**src/rtl/mem_arbiter.sv**
```systemverilog
`default_nettype none
// ============================================================================
//  Module      : mem_arbiter
//  Description : Arbitrates a single asynchronous SRAM between the
//                instruction-fetch port and the MEM-stage data port.
//                Fixed priority (data over fetch), with a multi-cycle
//                read / write strobe sequencer.
//  Revision    : 1.0 - initial release
// ============================================================================
module mem_arbiter (
    input  logic        clk,
    input  logic        rst,            // asynchronous, active-low

    input  logic        if_req_i,
    input  logic [15:0] if_addr_i,
    output logic [15:0] if_data_o,
    output logic        if_ready_o,

    input  logic        mem_req_i,
    input  logic        mem_we_i,
    input  logic [15:0] mem_addr_i,
    input  logic [15:0] mem_wdata_i,
    output logic [15:0] mem_rdata_o,
    output logic        mem_ready_o,

    output logic        stall_req_o,

    output logic [17:0] sram_addr_o,
    output logic [15:0] sram_data_o,
    input  logic [15:0] sram_data_i,
    output logic        sram_data_oe_o,
    output logic        sram_ce_n_o,
    output logic        sram_oe_n_o,
    output logic        sram_we_n_o
);

    localparam logic [2:0] c_IDLE     = 3'd0;
    localparam logic [2:0] c_RD       = 3'd1;
    localparam logic [2:0] c_RD_DONE  = 3'd2;
    localparam logic [2:0] c_WR_SETUP = 3'd3;
    localparam logic [2:0] c_WR_PULSE = 3'd4;
    localparam logic [2:0] c_WR_HOLD  = 3'd5;

    logic [2:0]  r_state;
    logic [2:0]  w_next_state;
    logic        r_sel_mem;     // 1 = data port owns the current access
    logic        r_we;
    logic [15:0] r_addr;
    logic [15:0] r_wdata;
    logic [17:0] r_sram_addr;
    logic [15:0] r_if_data;
    logic [15:0] r_mem_rdata;

    logic        w_grant;
    logic        w_grant_mem;
    logic        w_grant_we;
    logic        w_wr_phase;

    // Arbitration is only evaluated in IDLE; the data port always wins.
    always_comb begin
        w_grant     = (r_state == c_IDLE) && (mem_req_i || if_req_i);
        w_grant_mem = mem_req_i;
        w_grant_we  = mem_req_i && mem_we_i;
    end

    // Next-state sequencing; a granted access always runs to completion.
    always_comb begin
        w_next_state = r_state;
        case (r_state)
            c_IDLE: begin
                if (w_grant) begin
                    w_next_state = w_grant_we ? c_WR_SETUP : c_RD;
                end
            end
            c_RD:       w_next_state = c_RD_DONE;
            c_RD_DONE:  w_next_state = c_IDLE;
            c_WR_SETUP: w_next_state = c_WR_PULSE;
            c_WR_PULSE: w_next_state = c_WR_HOLD;
            c_WR_HOLD:  w_next_state = c_IDLE;
            default:    w_next_state = c_IDLE;
        endcase
    end

    // State, grant latches, SRAM address register and read-data capture.
    always_ff @(posedge clk or negedge rst) begin
        if (!rst) begin
            r_state     <= c_IDLE;
            r_sel_mem   <= 1'b0;
            r_we        <= 1'b0;
            r_addr      <= 16'h0000;
            r_wdata     <= 16'h0000;
            r_sram_addr <= 18'h00000;
            r_if_data   <= 16'h0000;
            r_mem_rdata <= 16'h0000;
        end else begin
            r_state <= w_next_state;
            if (w_grant) begin
                r_sel_mem   <= w_grant_mem;
                r_we        <= w_grant_we;
                r_addr      <= w_grant_mem ? mem_addr_i : if_addr_i;
                r_wdata     <= mem_wdata_i;
                r_sram_addr <= {2'b00, (w_grant_mem ? mem_addr_i : if_addr_i)};
            end
            // SRAM data has been stable for the whole RD cycle; sample on exit.
            if (r_state == c_RD) begin
                if (r_sel_mem) begin
                    r_mem_rdata <= sram_data_i;
                end else begin
                    r_if_data   <= sram_data_i;
                end
            end
        end
    end

    // Strobes decode directly from the registered state, so reset reaches
    // the pins immediately and OE/WE can never overlap.
    always_comb begin
        w_wr_phase     = (r_state == c_WR_SETUP) || (r_state == c_WR_PULSE) ||
                         (r_state == c_WR_HOLD);
        sram_ce_n_o    = 1'b1;
        sram_oe_n_o    = 1'b1;
        sram_we_n_o    = 1'b1;
        sram_data_oe_o = 1'b0;
        sram_data_o    = 16'h0000;
        if (r_state == c_RD) begin
            sram_ce_n_o = 1'b0;
            sram_oe_n_o = 1'b0;
        end
        if (w_wr_phase) begin
            sram_ce_n_o    = 1'b0;
            sram_data_oe_o = 1'b1;
            sram_data_o    = r_wdata;
            sram_we_n_o    = (r_state != c_WR_PULSE);
        end
    end

    // Ready pulses mark the final state of the owning port's access.
    always_comb begin
        if_ready_o  = (r_state == c_RD_DONE) && !r_sel_mem;
        mem_ready_o = ((r_state == c_RD_DONE) || (r_state == c_WR_HOLD)) && r_sel_mem;
        stall_req_o = (if_req_i && !if_ready_o) || (mem_req_i && !mem_ready_o);
    end

    assign sram_addr_o = r_sram_addr;
    assign if_data_o   = r_if_data;
    assign mem_rdata_o = r_mem_rdata;

    // r_addr and r_we are kept as the architectural grant record.
    logic w_unused;
    assign w_unused = ^{r_addr, r_we};

endmodule
`default_nettype wire

```
**config.mk**
```make
export PLATFORM = sky130hd
export DESIGN_NAME = mem_arbiter
export DESIGN_NICKNAME = d
export VERILOG_FILES = /design/src/rtl/mem_arbiter.sv
export SDC_FILE = /design/constraint.sdc
export NUM_CORES = 1
export LEC_CHECK = 0
export CAP_MARGIN = 20
export CELL_PAD_IN_SITES_DETAIL_PLACEMENT = 0
export CELL_PAD_IN_SITES_GLOBAL_PLACEMENT = 1
export CORE_ASPECT_RATIO = 1.75
export CORE_UTILIZATION = 35
export CTS_BUF_LIST = sky130_fd_sc_hd__clkbuf_16
export DETAILED_ROUTE_END_ITERATION = 7
export PLACE_DENSITY_LB_ADDON = 0.1
export SLEW_MARGIN = 20
export SYNTH_ARGS = -nofsm -noshare
export SYNTH_HDL_FRONTEND = slang
export SYNTH_SLANG_ARGS = --single-unit
```
**constraint.sdc**
```tcl
create_clock -name clk -period 4.1 [get_ports clk]
set_input_delay 0.41 -clock clk [delete_from_list [all_inputs] [get_ports clk]]
set_output_delay 0.41 -clock clk [all_outputs]
set_load 0.05 [all_outputs]
```
# Word level (Yosys, flattened, before mapping)
# Index checks and enable logic that the tools add are counted.
[word_totals] reg_bits=68 output_inout_bits=73
[op_classes] n_eq_ne=7 n_reduce_logical=17 n_bitwise=1 mux=9
[op_table] cell="$mux 16" n=2
[op_table] cell="$pmux 3 s4" n=1
[op_table] cell="$eq 3x2->1 const B" n=2
[op_table] cell="$eq 3x3->1 const B" n=2
[op_table] cell="$logic_and 1x1->1" n=6
[op_table] cell="$logic_or 1x1->1" n=5
[op_table] cell="$mux 1" n=4
[op_table] cell="$reduce_and 2->1" n=2
[op_table] cell="$eq 3x1->1 const B" n=1
[op_table] cell="$logic_not 1->1" n=3
[op_table] cell="$logic_not 3->1" n=1
[op_table] cell="$mux 3" n=1
[op_table] cell="$ne 3x3->1 const B" n=1
[op_table] cell="$mux 2" n=1
[op_table] cell="$ne 2x2->1 const B" n=1
[op_table] cell="$not 1->1" n=1

# Logic depth before layout (Yosys ltp)
[logic_depth] ltp_word=6 depth_mapped=5

# Worst setup path before layout
# OpenSTA, ideal clock, no wires.
[synth_timing] kind="reg2out" start="register r_state[1]" end="output port mem_ready_o" stages_incl_launch_ff=4 required_time_ns=3.690 slack_ns=2.015 path_buffers=0 arrival_time_ns=1.675 cell_sequence="dfrtp_1 -> or3b_1 -> and2_1 -> nor2b_1"
[synth_between] elab_chain_len=3 word_cells_on_any_way=4
[synth_lines] element="from (decl)" line_no="44" rtl="logic [2:0] r_state;"
[synth_lines] element="from (signal assigned)" line_no="87" rtl="r_state <= c_IDLE;"
[synth_lines] element="from (signal assigned)" line_no="96" rtl="r_state <= w_next_state;"
[synth_lines] element="$eq 3x2->1 or $eq 3x3->1 (tied branches)" line_no="140" rtl="mem_ready_o = ((r_state == c_RD_DONE) || (r_state == c_WR_HOLD)) && r_sel_mem;"
[synth_lines] element="$logic_or 1x1->1 *" line_no="140"
[synth_lines] element="$logic_and 1x1->1 *" line_no="140"
[synth_lines] element="to (decl)" line_no="24" rtl="output logic mem_ready_o,"
# Every way passes the cells marked *; elsewhere a longest branch is shown, timed or not.

# Worst setup path after layout
[layout_timing] start="register r_state[2]" end="output port sram_data_o[9]"
[layout_between] elab_chain_len=4 word_cells_on_any_way=6
[layout_lines] element="$eq 3x2->1 or $eq 3x3->1 (tied branches)" line_no="118" rtl="w_wr_phase = (r_state == c_WR_SETUP) || (r_state == c_WR_PULSE) ||"
[layout_lines] element="$logic_or 1x1->1" line_no="118"
[layout_lines] element="$logic_or 1x1->1 *" line_no="118"
[layout_lines] element="$mux 16 *" line_no="129" rtl="if (w_wr_phase) begin"
[layout_lines] element="to (decl)" line_no="29" rtl="output logic [15:0] sram_data_o,"
# Marked as above.

==> impl_metrics.env <==
export IMPL_cts_resized=0
export IMPL_io_pins=142
export IMPL_ir_worst_vdd_v=0.0005558
export IMPL_clockPowerShare_pct=17.3
export IMPL_cts_sink_count=68
export IMPL_die_h_um=126.0
export IMPL_htree_levels=3
export IMPL_fillers=731
export IMPL_yosysTopAreaCell="dfrtp_1"
export IMPL_yosysUniqueCellTypes=28
export IMPL_powerDensity_nw_per_um2=1024
export IMPL_fin_setup_tns_ns=0
export IMPL_period_needed_ns=2.873
export IMPL_initialDrtViolationCount=55
export IMPL_status="finished, final reports clean"
export IMPL_grt_util_all_layers_pct=17.02
export IMPL_vias_per_cell=4.597
export IMPL_drive_gt1_share_pct=29.51
export IMPL_cp_required_ns=3.69
export IMPL_core_sq_um=8423
export IMPL_cts_root_buf="clkbuf_16"
export IMPL_avgSynthCellArea_sq_um=15.15
export IMPL_clk_latency_ns=0.33
export IMPL_ys_flop_type="dfrtp_1"
export IMPL_numCtsBuffers=9
export IMPL_finalCritPeriodShare_pct=70.08
export IMPL_netSwitchingPower_mw=2.194
export IMPL_start_kind="register"
export IMPL_drt_wl_total_mm=7.249
export IMPL_routedWlPerCell_um=15.62
export IMPL_fp_dieW_um=72.86
export IMPL_yosys_top_cells_area="dfrtp_1 55%, mux2_2 22%, mux2_4 10%"
export IMPL_p_int_mw=2.777
export IMPL_yosys_cell_count_top_type="dfrtp_1"
export IMPL_grt_pass1_vias=2329
export IMPL_slew_headroom_pct=33.23
export IMPL_cts_tree="yes"
export IMPL_clock_fmax_mhz=348.0
export IMPL_synth_seq_cells=68
export IMPL_nets=413
export IMPL_tightest_slew_ns=1.001
export IMPL_final_util_pct=57.64
export IMPL_max_clock_path_buffers=2
export IMPL_hold_violations=0
export IMPL_grt_overflow_total=0
export IMPL_antenna_found_initial=0
export IMPL_synth_edf_count=0
export IMPL_worstSetupPathType="reg2out"
export IMPL_cts_setup_buffers=0
export IMPL_min_path_type="in2async"
export IMPL_dpl_hpwl_mm=5.190
export IMPL_first_pass_iters=4
export IMPL_path_clk_slew_ns=0.05
export IMPL_seq_power_share_pct=24.6
export IMPL_max_cap_violations=0
export IMPL_grt_max_degree=40
export IMPL_syn_to_final_growth_pct=57.85
export IMPL_slowest_delay_ns=0.81
export IMPL_netlist_area_leader_share_pct=55.33
export IMPL_comb_power_share_pct=58.1
export IMPL_postRouteAntennaNets=0
export IMPL_start_util_pct=36.51
export IMPL_worstPathCellList="inv_1 -> o21ai_2 -> and2_1 -> clkdlybuf4s50_1"
export IMPL_syn_inst=203
export IMPL_antenna_cells=0
export IMPL_grt_pass1_wl_mm=11.57
export IMPL_ys_warn_count=0
export IMPL_sw_frac_of_total_pct=44.14
export IMPL_num_vias=2133
export IMPL_rsz0062_at_grt="no"
export IMPL_cp_data_arrival_time_ns=2.46
export IMPL_synthTopCellsByCount="68 x dfrtp_1, 60 x mux2_2, 21 x mux2_4"
export IMPL_cp_max_fo=18
export IMPL_holdBufCountCts=0
export IMPL_rows=44
export IMPL_drcViolationCount=0
export IMPL_setup_viol=0
export IMPL_drv_slew=0
export IMPL_gp_congestion=0.7491
export IMPL_ys_seq_area_share_pct=55.33
export IMPL_end_kind="output port"
export IMPL_io_buffers=139
export IMPL_slowest_stage="clkdlybuf4s50_1"
export IMPL_syn_cell_area_sq_um=3075
export IMPL_leakagePower_nw=2.021
export IMPL_die_area_sq_um=9181
export IMPL_synthArstFlopShare_pct=100.0
export IMPL_fin_worst_skew_ns=0.004778
worst max-delay path, delay by kind of cell (launching register included):
kind                   cells  cell delay, ns
buffers and inverters      2            0.91
AOI/OAI and AO/OA          1            0.50
and+or+nand+nor            1            0.23
DFF                        1            0.49
logic make-up after synthesis:
logic type | after synthesis | synth area share (%)
other | 1 | 0.1219
muxes | 81 | 32.22
AOI/OAI and AO/OA | 5 | 1.180
DFF | 68 | 55.33
and+or+nand+nor | 34 | 7.241
buffers and inverters | 14 | 3.905
final cells by class:
cell class / count / area (sq um) / area share, %
clock buffers: 9 / 225.2 / 4.639
clock inverters: 7 / 106.4 / 2.191
inverters: 2 / 7.507 / 0.1546
multi-input cells: 122 / 1269 / 26.13
flip-flops and latches: 68 / 1702 / 35.05
well taps: 115 / 143.9 / 2.964
repair buffers: 141 / 1401 / 28.87
power groups by stage:
stage | sequential [mW] | combinational (mW) | clock (mW)
after floorplan | 2.06 | 1.21 | 0
after global placement | 1.22 | 2.90 | 0
after detailed placement | 1.24 | 2.92 | 0
after CTS | 1.23 | 2.92 | 0.881
after global routing | 1.27 | 3.02 | 0.913
final | 1.22 | 2.89 | 0.860
per-stage QoR:
| step | setup slack, ns | hold slack [ns] | instance area (sq um) | instances | power, mW |
|---|---|---|---|---|---|
| CTS | 0.8457 | 0.2514 | 4851 | 464 | 5.031 |
| floorplan | 2.015 | 0.1144 | 3079 | 204 | 3.274 |
| detailed placement | 1.209 | 0.4869 | 4519 | 448 | 4.151 |
| global route | 1.059 | 0.3133 | 4855 | 464 | 5.203 |
| global placement | 1.247 | 0.4819 | 4519 | 448 | 4.122 |
| finish | 1.227 | 0.2180 | 4855 | 464 | 4.971 |
flip-flops by register name, summed over array words and instances, names as in the netlist:
register and flops:
r_wdata 16, if_data_o 16, sram_addr_o 16, r_sel_mem 1, mem_rdata_o 16, r_state 3
final timing paths:
kind,startpoint,end,slack [ns],depth (start not counted)
worst max-delay path,r_state[2]$_DFFE_PN0P_,sram_data_o[9],1.23,4
worst min-delay path,rst,r_wdata[4]$_DFFE_PN0P_,0.22,1
worst max register to register,r_state[1]$_DFFE_PN0P_,mem_rdata_o[4]$_DFFE_PN0P_,1.95,3
worst min register to register,r_wdata[4]$_DFFE_PN0P_,r_wdata[4]$_DFFE_PN0P_,0.50,1
max in group asynchronous,rst,if_data_o[11]$_DFFE_PN0P_,2.96,2
min in group clk,r_wdata[4]$_DFFE_PN0P_,r_wdata[4]$_DFFE_PN0P_,0.50,1
cell usage in the layout, fill, tap and decap left out:
master	n
nor3_2	1
a21boi_0	1
or3b_1	1
nor3_1	1
nor2_1	4
a221o_1	1
clkdlybuf4s50_1	138
buf_2	1
nor2_8	1
o21ai_2	1
dfrtp_1	68
nand2_1	3
nor3b_2	1
a21oi_1	1
conb_1	2
a22o_1	1
mux2_2	60
clkinv_2	1
nand3b_1	2
nor2b_4	1
bufinv_16	3
buf_4	2
clkinv_1	2
inv_1	2
mux2_4	21
clkbuf_16	9
nor2b_1	1
and2_1	18
inv_2	1
routing by layer:
metal	vias to the layer above	part of all wire, %	global-route usage (%)
li1	986	-	-
met3	16	4.8	3.520
met5	-	0	0
met4	0	2.9	10.15
met2	91	53	29.91
met1	1040	39	18.22
No activity file was read; power rests on OpenSTA's default activity.
